**src/rtl/ctrl_pkg.sv**
```systemverilog
// Shared control-bundle definitions for the control unit and the pipeline hazard block.
// Field index constants locate each control bit inside its stage bundle.
package ctrl_pkg;

    localparam int WB_W = 2;
    localparam int M_W  = 3;
    localparam int EX_W = 4;

    localparam int WB_REGWRITE = 0;
    localparam int WB_MEMTOREG = 1;

    localparam int M_BRANCH   = 0;
    localparam int M_MEMREAD  = 1;
    localparam int M_MEMWRITE = 2;

    localparam int EX_REGDST   = 0;
    localparam int EX_ALUOP_LO = 1;
    localparam int EX_ALUOP_HI = 2;
    localparam int EX_ALUSRC   = 3;

    typedef enum logic [1:0] {
        FWD_RF  = 2'b00,
        FWD_WB  = 2'b01,
        FWD_MEM = 2'b10
    } fwd_sel_e;

    typedef struct packed {
        logic [WB_W-1:0] wb;
        logic [M_W-1:0]  m;
        logic [EX_W-1:0] exe;
    } ctrl_bundle_t;

    localparam ctrl_bundle_t NOP_BUNDLE = '{wb: 2'b00, m: 3'b000, exe: 4'b0000};

endpackage

```
**src/rtl/fwd_unit.sv**
```systemverilog
// Combinational forwarding select for one ALU operand.
// The younger producer in EX/MEM wins over MEM/WB; register 0 is never forwarded.
module fwd_unit
    import ctrl_pkg::*;
#(
    parameter int RA_W = 5
) (
    input  logic [RA_W-1:0] i_src,
    input  logic            i_mem_regwrite,
    input  logic [RA_W-1:0] i_mem_dst,
    input  logic            i_wb_regwrite,
    input  logic [RA_W-1:0] i_wb_dst,
    output logic [1:0]      o_sel
);

    logic w_src_nz;
    logic w_mem_hit;
    logic w_wb_hit;

    // Match the operand against each in-flight destination and pick by priority.
    always_comb begin
        w_src_nz  = (i_src != {RA_W{1'b0}});
        w_mem_hit = i_mem_regwrite & w_src_nz & (i_mem_dst == i_src);
        w_wb_hit  = i_wb_regwrite & w_src_nz & (i_wb_dst == i_src);
        o_sel     = FWD_RF;
        if (w_mem_hit) begin
            o_sel = FWD_MEM;
        end else if (w_wb_hit) begin
            o_sel = FWD_WB;
        end else begin
            o_sel = FWD_RF;
        end
    end

endmodule

```
**src/rtl/ctrl_pipe_hazard.sv**
```systemverilog
// Carries control bundles and register specifiers through ID/EX, EX/MEM and MEM/WB,
// and produces load-use stall, branch flush and forwarding selects.
module ctrl_pipe_hazard
    import ctrl_pkg::*;
#(
    parameter int RA_W = 5
) (
    input  logic            clk,
    input  logic            reset,
    input  logic [WB_W-1:0] id_wb,
    input  logic [M_W-1:0]  id_m,
    input  logic [EX_W-1:0] id_exe,
    input  logic [RA_W-1:0] id_rs,
    input  logic [RA_W-1:0] id_rt,
    input  logic [RA_W-1:0] id_rd,
    input  logic            ex_zero,
    output logic            ex_regdst,
    output logic            ex_alusrc,
    output logic [1:0]      ex_aluop,
    output logic [RA_W-1:0] ex_rs,
    output logic [RA_W-1:0] ex_rt,
    output logic            mem_branch,
    output logic            mem_read,
    output logic            mem_write,
    output logic            wb_regwrite,
    output logic            wb_memtoreg,
    output logic [RA_W-1:0] wb_dst,
    output logic            pc_src,
    output logic            pc_write,
    output logic            ifid_write,
    output logic            ifid_flush,
    output logic [1:0]      fwd_a,
    output logic [1:0]      fwd_b
);

    ctrl_bundle_t    r_ex_bundle;
    logic [RA_W-1:0] r_ex_rs;
    logic [RA_W-1:0] r_ex_rt;
    logic [RA_W-1:0] r_ex_rd;

    logic [WB_W-1:0] r_mem_wb;
    logic [M_W-1:0]  r_mem_m;
    logic [RA_W-1:0] r_mem_dst;
    logic            r_mem_zero;

    logic [WB_W-1:0] r_wb_wb;
    logic [RA_W-1:0] r_wb_dst;

    logic            w_pc_src;
    logic            w_load_use;
    logic            w_stall;
    logic            w_bubble;
    logic [RA_W-1:0] w_ex_dst;

    // Hazard decisions; a taken branch overrides a load-use stall since the stalled
    // instruction is being squashed anyway.
    always_comb begin
        w_pc_src   = r_mem_m[M_BRANCH] & r_mem_zero;
        w_load_use = r_ex_bundle.m[M_MEMREAD] & (r_ex_rt != {RA_W{1'b0}}) &
                     ((r_ex_rt == id_rs) | (r_ex_rt == id_rt));
        w_stall    = w_load_use & ~w_pc_src;
        w_bubble   = w_load_use | w_pc_src;
        w_ex_dst   = r_ex_bundle.exe[EX_REGDST] ? r_ex_rd : r_ex_rt;
    end

    // ID/EX register: takes the decoded bundle or a bubble.
    always_ff @(posedge clk or negedge reset) begin
        if (!reset) begin
            r_ex_bundle <= NOP_BUNDLE;
            r_ex_rs     <= {RA_W{1'b0}};
            r_ex_rt     <= {RA_W{1'b0}};
            r_ex_rd     <= {RA_W{1'b0}};
        end else if (w_bubble) begin
            r_ex_bundle <= NOP_BUNDLE;
            r_ex_rs     <= {RA_W{1'b0}};
            r_ex_rt     <= {RA_W{1'b0}};
            r_ex_rd     <= {RA_W{1'b0}};
        end else begin
            r_ex_bundle <= '{wb: id_wb, m: id_m, exe: id_exe};
            r_ex_rs     <= id_rs;
            r_ex_rt     <= id_rt;
            r_ex_rd     <= id_rd;
        end
    end

    // EX/MEM register: squashed when the branch in MEM is taken.
    always_ff @(posedge clk or negedge reset) begin
        if (!reset) begin
            r_mem_wb   <= {WB_W{1'b0}};
            r_mem_m    <= {M_W{1'b0}};
            r_mem_dst  <= {RA_W{1'b0}};
            r_mem_zero <= 1'b0;
        end else if (w_pc_src) begin
            r_mem_wb   <= {WB_W{1'b0}};
            r_mem_m    <= {M_W{1'b0}};
            r_mem_dst  <= {RA_W{1'b0}};
            r_mem_zero <= 1'b0;
        end else begin
            r_mem_wb   <= r_ex_bundle.wb;
            r_mem_m    <= r_ex_bundle.m;
            r_mem_dst  <= w_ex_dst;
            r_mem_zero <= ex_zero;
        end
    end

    // MEM/WB register: always advances.
    always_ff @(posedge clk or negedge reset) begin
        if (!reset) begin
            r_wb_wb  <= {WB_W{1'b0}};
            r_wb_dst <= {RA_W{1'b0}};
        end else begin
            r_wb_wb  <= r_mem_wb;
            r_wb_dst <= r_mem_dst;
        end
    end

    fwd_unit #(.RA_W(RA_W)) u_fwd_a (
        .i_src          (r_ex_rs),
        .i_mem_regwrite (r_mem_wb[WB_REGWRITE]),
        .i_mem_dst      (r_mem_dst),
        .i_wb_regwrite  (r_wb_wb[WB_REGWRITE]),
        .i_wb_dst       (r_wb_dst),
        .o_sel          (fwd_a)
    );

    fwd_unit #(.RA_W(RA_W)) u_fwd_b (
        .i_src          (r_ex_rt),
        .i_mem_regwrite (r_mem_wb[WB_REGWRITE]),
        .i_mem_dst      (r_mem_dst),
        .i_wb_regwrite  (r_wb_wb[WB_REGWRITE]),
        .i_wb_dst       (r_wb_dst),
        .o_sel          (fwd_b)
    );

    assign ex_regdst   = r_ex_bundle.exe[EX_REGDST];
    assign ex_alusrc   = r_ex_bundle.exe[EX_ALUSRC];
    assign ex_aluop    = r_ex_bundle.exe[EX_ALUOP_HI:EX_ALUOP_LO];
    assign ex_rs       = r_ex_rs;
    assign ex_rt       = r_ex_rt;
    assign mem_branch  = r_mem_m[M_BRANCH];
    assign mem_read    = r_mem_m[M_MEMREAD];
    assign mem_write   = r_mem_m[M_MEMWRITE];
    assign wb_regwrite = r_wb_wb[WB_REGWRITE];
    assign wb_memtoreg = r_wb_wb[WB_MEMTOREG];
    assign wb_dst      = r_wb_dst;
    assign pc_src      = w_pc_src;
    assign pc_write    = ~w_stall;
    assign ifid_write  = ~w_stall;
    assign ifid_flush  = w_pc_src;

endmodule
```
**config.mk**
```make
export PLATFORM = sky130hd
export DESIGN_NAME = ctrl_pipe_hazard
export DESIGN_NICKNAME = d
export VERILOG_FILES = /design/src/rtl/ctrl_pkg.sv /design/src/rtl/fwd_unit.sv /design/src/rtl/ctrl_pipe_hazard.sv
export SDC_FILE = /design/constraint.sdc
export NUM_CORES = 1
export LEC_CHECK = 0
export ABC_AREA = 1
export CORE_MARGIN = 2
export CORE_UTILIZATION = 35
export DETAILED_ROUTE_END_ITERATION = 12
export GPL_TIMING_DRIVEN = 1
export REMOVE_ABC_BUFFERS = 1
export SYNTH_ARGS = -nofsm -noshare
export SYNTH_HDL_FRONTEND = slang
export SYNTH_HIERARCHICAL = 1
export SYNTH_SLANG_ARGS = --single-unit
```
**constraint.sdc**
```tcl
create_clock -name clk -period 1.5 [get_ports clk]
set_clock_uncertainty 0.2 [all_clocks]
set_input_delay 0.3 -clock clk [delete_from_list [all_inputs] [get_ports clk]]
set_output_delay 0.3 -clock clk [all_outputs]
set_load 0.01 [all_outputs]
```
==> results of run 1 <==
layer usage:
| metal | global-route usage (%) | share of wire [%] |
|---|---|---|
| met4 | 5.93 | 2.4 |
| met3 | 2.89 | 3.2 |
| met5 | 0 | 0 |
| met2 | 28.5 | 54 |
| met1 | 16.3 | 40 |
metrics by stage:
step	setup TNS [ns]	std cells	utilization [%]	area [um^2]	worst slack, ns
final	-7.43	465	56.8	3320	-0.512
after floorplan	-0.620	284	-	2010	-0.104
after CTS	-7.79	461	53.2	3110	-0.498
after global routing	-10.85	465	56.8	3320	-0.620
after global placement	-18.75	442	49.2	2880	-0.892
after detailed placement	-19.41	442	49.2	2880	-0.899
sequential cells by signal, summed over array words and instances (netlist names):
signal and count:
r_mem_zero 1, r_wb_wb 2, r_mem_wb 2, r_ex_rd 5, r_mem_m 3, ex_rs 5
ex_rt 5, ex_alusrc 1, r_mem_dst 5, wb_dst 5, ex_regdst 1, ex_aluop 2
r_ex_bundle 5
repair_timing:
item,4_1_cts,5_1_grt
buffers inserted,15,6
gates cloned,0,2
hold endpoints to repair,42,0
hold buffers,1,0
setup endpoints to repair,56,48
pin swaps,8,21
resized for setup,144,51
power by group through the flow:
| stage | combinational [uW] | sequential, uW | clock (uW) |
|---|---|---|---|
| finish | 1040 | 1400 | 869 |
| floorplan | 344 | 1420 | 0 |
| CTS | 907 | 1380 | 897 |
| detailed placement | 832 | 1410 | 0 |
| global route | 1160 | 1420 | 940 |
| global placement | 821 | 1400 | 0 |
how the worst max path moves through the flow:
stage                     startpoint    endpoint  slack (ns)  depth (start not counted)
after floorplan             ex_rt[0]  ifid_write       -0.10                          7
after global placement      id_rt[4]  ifid_write       -0.89                          9
after detailed placement    id_rt[4]    pc_write       -0.90                          9
after CTS                   ex_rt[2]    pc_write       -0.50                          5
after global routing        id_rs[4]    pc_write       -0.62                          9
final                       ex_rt[2]    pc_write       -0.51                          5
Yosys cell counts:
| master | n |
|---|---|
| sky130_fd_sc_hd__o21ai_0 | 6 |
| sky130_fd_sc_hd__nand4_1 | 1 |
| sky130_fd_sc_hd__nand2_4 | 1 |
| sky130_fd_sc_hd__nand2_1 | 86 |
| sky130_fd_sc_hd__nand3_1 | 7 |
| sky130_fd_sc_hd__buf_8 | 2 |
| sky130_fd_sc_hd__buf_4 | 6 |
| sky130_fd_sc_hd__xnor2_1 | 2 |
| sky130_fd_sc_hd__nor2_2 | 2 |
| sky130_fd_sc_hd__dfrtp_1 | 42 |
| sky130_fd_sc_hd__inv_1 | 65 |
| sky130_fd_sc_hd__inv_2 | 7 |
| sky130_fd_sc_hd__nand2_2 | 1 |
| sky130_fd_sc_hd__nor2_1 | 58 |
| sky130_fd_sc_hd__clkinv_1 | 1 |
| sky130_fd_sc_hd__a21oi_1 | 5 |
cells in the final DEF (no fill, tap or decap), drive strengths merged, types with 2 or more instances in the layout:
| cell type | count |
|---|---|
| nand2 | 90 |
| inv | 72 |
| buf | 63 |
| nor2 | 60 |
| dfrtp | 42 |
| clkdlybuf4s50 | 25 |
| nand3 | 7 |
| dlygate4sd2 | 6 |
| o21ai | 6 |
| a21oi | 5 |
| clkbuf | 5 |
| clkinv | 3 |
| xnor2 | 2 |
final cells by class:
type / count / area [um^2]
multi-input combinational: 171 / 811
inverter: 73 / 279
clock buffer: 5 / 68.8
sequential: 42 / 1060
clock inverter: 3 / 40.0
tap: 75 / 93.8
timing repair buffer: 96 / 967
fill: 527 / 2530
kinds of logic (layout without fill, tap and decap cells):
kind of cell	count (synthesis)	after routing	share of synthesized area [%]
buf+inv	81	177	16.7
simple gates	156	158	29.4
flops	42	42	50.4
compound gates	11	11	2.64
xor+xnor	2	2	0.840
==> run summary, run 1 <==
=================================================================================================
Unrepaired setup endpoints after global routing                                              true
Switching component of the power                                                           992 uW
Number of inserted diodes                                                                       0
Count of TritonRoute iterations in the first routing pass                                       4
Final hold violation count                                                                      0
Failing checks                                                                       setup timing
Count of max-cap constraint violations                                                          0
Count of buffers from port buffering                                                           58
WL final                                                                                  4.96 mm
DPL Wire Length                                                                           3.34 mm
Top-level I/O count                                                                            59
Number of pins with negative max-slew slack in the final report                                 0
Avg Vias per Cell                                                                            4.20
Static power due to leakage                                                            0.00185 uW
Root Buffer Master                                                                   sky130_fd_sc_hd__clkbuf_8
Tightest slew margin relative to the limit                                                  83.7%
Routability cong.                                                                           0.744
Signed area change from the synthesized netlist to the final layout                         59.4%
Warning count from the yosys run                                                                6
Tmin final                                                                                2.01 ns
Switching Share                                                                             30.0%
Endpoint of the worst hold-timing path                                                 r_wb_wb[1]
Largest net degree at the start of global routing                                              43
Cell types with the largest area share after synthesis                               sky130_fd_sc_hd__dfrtp_1, sky130_fd_sc_hd__nand2_1, sky130_fd_sc_hd__inv_1, sky130_fd_sc_hd__nor2_1, sky130_fd_sc_hd__buf_4
Total number of clock tree sinks                                                               42
Worst r2r path cells                                                                            7
Detailed Route Iter0 Violations                                                                92
Congestion Overflow GR                                                                          0
Result of the run                                                                    finished, violations left
Worst-path maximum fanout                                                                       7
Antenna Nets Post-Route                                                                         0
Clock share of power                                                                        26.3%
Via total after detailed routing                                                             1953
Worst-case vdd ir drop                                                                   0.485 mV
Worst Setup End Kind                                                                   output pin
Class of the most critical setup path                                                     reg2out
Synthesized area                                                                     0.00208 mm^2
Reg clk slew, reported paths                                                              0.08 ns
Critical path, cell by cell                                                          xnor2_1 > nand3_1 > nand2_2 > nand3_4 > buf_6
Power density of the placed cells                                                     994 mW/mm^2
Average footprint of a synthesized cell                                                 7.14 um^2
Min-Delay Path Class                                                                      reg2reg
Hold_sp                                                                               r_mem_wb[1]
Number of buffers and inverters on the critical path                                            1
Flops & latches, synth                                                                         42
Worst skew pair latency                                                                   0.29 ns
Crit path max-delay cell type                                                        sky130_fd_sc_hd__dfrtp_2
Floorplan die area                                                                   0.00659 mm^2
Number of distinct library cell variants in the gate-level netlist after synthesis             16
Worst slew pin tran                                                                      0.243 ns
Max frequency                                                                           0.497 GHz
Library cell occupying the most area in the post-synthesis netlist                   sky130_fd_sc_hd__dfrtp_1
Data arrival time at the worst-slack endpoint                                             1.51 ns
Cells on Worst Hold Path                                                                        0
Final clock period utilization by the worst path                                             134%
Wire length of the first global-routing pass                                              7.65 mm
Kind of cell adding the most delay to the critical path                                flip-flops
Die height                                                                                81.2 um
Fraction of layout instances using a drive strength above 1                                 29.5%
Global router's overall resource usage                                                      15.0%
Clock Tree Buf Depth                                                                            2
Number of endpoints failing setup at the final stage                                           35
Area inside the core boundary                                                        0.00585 mm^2
Worst hold slack                                                                         0.155 ns
Number of antenna violations at the first check in global routing                               0
Slowest cell delay on critical path                                                       0.48 ns
H-tree depth                                                                                    2
Fraction of power consumed by combinational cells                                           31.4%
TritonCTS clock tree                                                                        built
Slack of the worst reg-to-reg path                                                       -0.19 ns
Worst reg2reg endpoint                                                                   ex_rs[3]
Post-route DRC violation count                                                                  0
Row count                                                                                      28
Vias in the first global route                                                               1844
Startpoint of the worst-slack reg-to-reg timing path                                     ex_rt[2]
Int Power                                                                                 2310 uW
Chip Width                                                                                81.2 um
Data required, critical path                                                              1.00 ns
PnR Total Power                                                                           3300 uW
Fraction of post-synthesis cell area in the top cell type by area                           50.4%
Min setup slack post-route                                                              -0.512 ns
Startpoint class of the critical path                                                    register
Count of nets after finishing                                                                 416
Part of the total power dissipated in sequential elements                                   42.3%
Clock buffer count from CTS                                                                     5
Post-Synthesis Cells                                                                          292
Avg WL per Cell                                                                           10.7 um
Register area share after synthesis                                                         50.4%
Starting Density                                                                            35.6%
=================================================================================================
Note: power is estimated with default switching activity, not from simulation.
==> run 2, diff against run 1 <==
--- a/config.mk
+++ b/config.mk
@@ -11,6 +11,7 @@
 export DETAILED_ROUTE_END_ITERATION = 12
 export GPL_TIMING_DRIVEN = 1
 export REMOVE_ABC_BUFFERS = 1
+export SKIP_CTS_REPAIR_TIMING = 1
 export SYNTH_ARGS = -nofsm -noshare
 export SYNTH_HDL_FRONTEND = slang
 export SYNTH_HIERARCHICAL = 1
==> run 2 against run 1 <==
The run still ends with setup timing left; critical path depth up 4; worst setup slack better by 0.0094 ns; utilization up 0.98 points; power down 0.25%; fmax up 0.47%; non-clock buffer count down 7; cell count down 1.3%; sequential power about the same; clock-buffer cell count unchanged; clock power up 0.6%; highest routed layer unchanged.
==> run summary, run 2 (synthesis results as in run 1) <==
==================================================================================
Number of endpoints failing setup at the final stage                            33
Clock share of power                                                         26.5%
Switching Share                                                              30.6%
Chip Width                                                                 81.2 um
Worst Setup End Kind                                                    output pin
Cell area after layout                                                0.00338 mm^2
Power density of the placed cells                                      974 mW/mm^2
Largest net degree at the start of global routing                               43
Post-place setup slack                                                   -0.899 ns
Row count                                                                       28
Top-level I/O count                                                             59
Post-Place Cell Area                                                  0.00288 mm^2
Startpoint class of the critical path                                   input port
Int Power                                                                  2290 uW
Count of buffers from port buffering                                            58
Hold_sp                                                                   id_rt[0]
Worst setup path start                                                    id_rt[2]
Fill cells                                                                     541
DPL Wire Length                                                            3.34 mm
Min-Delay Path Class                                                        in2reg
Via total after detailed routing                                              1927
Tmin final                                                                 2.00 ns
Global router's overall resource usage                                       14.4%
Wire length of the first global-routing pass                               7.29 mm
Max frequency                                                            0.499 GHz
Startpoint of the worst-slack reg-to-reg timing path                      ex_rt[0]
Avg WL per Cell                                                            10.6 um
Min setup slack post-route                                               -0.503 ns
Crit path max-delay cell type                                         sky130_fd_sc_hd__clkdlybuf4s50_1
TritonCTS clock tree                                                         built
Count of max-cap constraint violations                                           0
Die height                                                                 81.2 um
Total number of clock tree sinks                                                42
Worst skew pair latency                                                    0.29 ns
Count of nets after finishing                                                  410
Clock buffer count from CTS                                                      5
Number of pins with negative max-slew slack in the final report                  0
Worst-case vdd ir drop                                                    0.482 mV
Vias in the first global route                                                1716
Post-route DRC violation count                                                   0
Failing checks                                                        setup timing
Unrepaired setup endpoints after global routing                               true
Worst-path maximum fanout                                                        2
Root Buffer Master                                                    sky130_fd_sc_hd__clkbuf_8
Count of TritonRoute iterations in the first routing pass                        4
Static power due to leakage                                             0.00192 uW
Most common library cell in the layout ignoring fill and taps         sky130_fd_sc_hd__nand2_1
H-tree depth                                                                     2
Detailed Route Iter0 Violations                                                 86
WL final                                                                   4.85 mm
Most used cell along the critical path                                sky130_fd_sc_hd__nand2_1
Number of inserted diodes                                                        0
Final hold violation count                                                       0
Fraction of power consumed by combinational cells                            31.0%
Critical path, cell by cell                                           clkdlybuf4s50_1 > inv_1 > nand2_1 > nand2_1 > nor2_2 > nand3_1 > nand2_2 > nand3_4 > buf_6
Signed area change from the synthesized netlist to the final layout          62.2%
Class of the most critical setup path                                       in2out
Result of the run                                                     finished, violations left
Worst slew pin tran                                                       0.244 ns
Area inside the core boundary                                         0.00585 mm^2
Slowest cell delay on critical path                                        0.47 ns
Starting Density                                                             35.6%
Tightest slew margin relative to the limit                                   83.6%
Most frequent cells in the layout                                     sky130_fd_sc_hd__nand2_1, sky130_fd_sc_hd__inv_1, sky130_fd_sc_hd__nor2_1, sky130_fd_sc_hd__buf_6, sky130_fd_sc_hd__dfrtp_1
Fraction of layout instances using a drive strength above 1                  31.5%
Part of the total power dissipated in sequential elements                    42.5%
Antenna Nets Post-Route                                                          0
Final clock period utilization by the worst path                              134%
Avg Vias per Cell                                                             4.20
Reg clk slew, reported paths                                               0.07 ns
Floorplan die area                                                    0.00659 mm^2
Switching component of the power                                           1010 uW
Routability cong.                                                            0.744
Data arrival time at the worst-slack endpoint                              1.50 ns
Data required, critical path                                               1.00 ns
Number of antenna violations at the first check in global routing                0
Congestion Overflow GR                                                           0
Clock Tree Buf Depth                                                             2
==================================================================================
==> run 2: layout make-up <==
class / count / area [um^2] / area share (%)
sequential: 42 / 1060 / 31.5
timing repair buffer: 89 / 905 / 26.8
multi-input combinational: 172 / 935 / 27.6
tap: 75 / 93.8 / 2.78
clock inverter: 3 / 40.0 / 1.18
inverter: 73 / 274 / 8.11
clock buffer: 5 / 68.8 / 2.04
==> run 2: power groups by stage <==
stage | clock network (uW) | logic (uW) | registers, uW
CTS | 897 | 835 | 1390
global route | 941 | 1140 | 1420
global placement | 0 | 821 | 1400
detailed placement | 0 | 832 | 1410
floorplan | 0 | 344 | 1420
finish | 874 | 1020 | 1400
==> run 2: metal layers <==
layer / global-route usage (%) / share of wire (%)
met1: 15.9 / 40
met2: 27.6 / 56
met3: 2.67 / 3.3
met4: 4.75 / 1.3
met5: 0 / 0
==> run 2: stage by stage <==
step	total power [uW]	std cells	hold WS, ns	utilization [%]	setup TNS, ns
2_1_floorplan	1770	284	-0.196	-	-0.620
3_5_place_dp	2240	442	0.0935	49.2	-19.41
5_1_grt	3500	459	0.152	57.8	-13.32
6_report	3290	459	0.152	57.8	-10.33
3_3_place_gp	2230	442	0.0899	49.2	-18.75
4_1_cts	3120	450	-0.228	51.1	-22.64
==> run 2: critical path: cells and delay by family <==
| family | cells | cell delay, ns |
|---|---|---|
| buffers and inverters | 3 | 0.67 |
| AND/OR/NAND/NOR | 6 | 0.54 |
==> run 2: path summary, 6_finish.rpt <==
| kind | cells past startpoint | end | slack (ns) |
|---|---|---|---|
| worst max-delay path | 9 | pc_write | -0.50 |
| worst min-delay path | 3 | ex_rt[0] | 0.15 |
| worst max register to register | 12 | ex_rt[0] | -0.33 |
| worst min register to register | 0 | r_wb_wb[1] | 0.16 |
| max in group asynchronous | 3 | ex_rt[0] | 0.58 |
| min in group asynchronous | 3 | r_ex_bundle[8] | 0.30 |
==> run 3, diff against run 2 <==
--- a/config.mk
+++ b/config.mk
@@ -10,6 +10,7 @@
 export CORE_UTILIZATION = 35
 export DETAILED_ROUTE_END_ITERATION = 12
 export GPL_TIMING_DRIVEN = 1
+export PLACE_DENSITY = 0.6
 export REMOVE_ABC_BUFFERS = 1
 export SKIP_CTS_REPAIR_TIMING = 1
 export SYNTH_ARGS = -nofsm -noshare
==> results of run 3 <==
Final layout, timing and power as in run 2 (identical DEF).
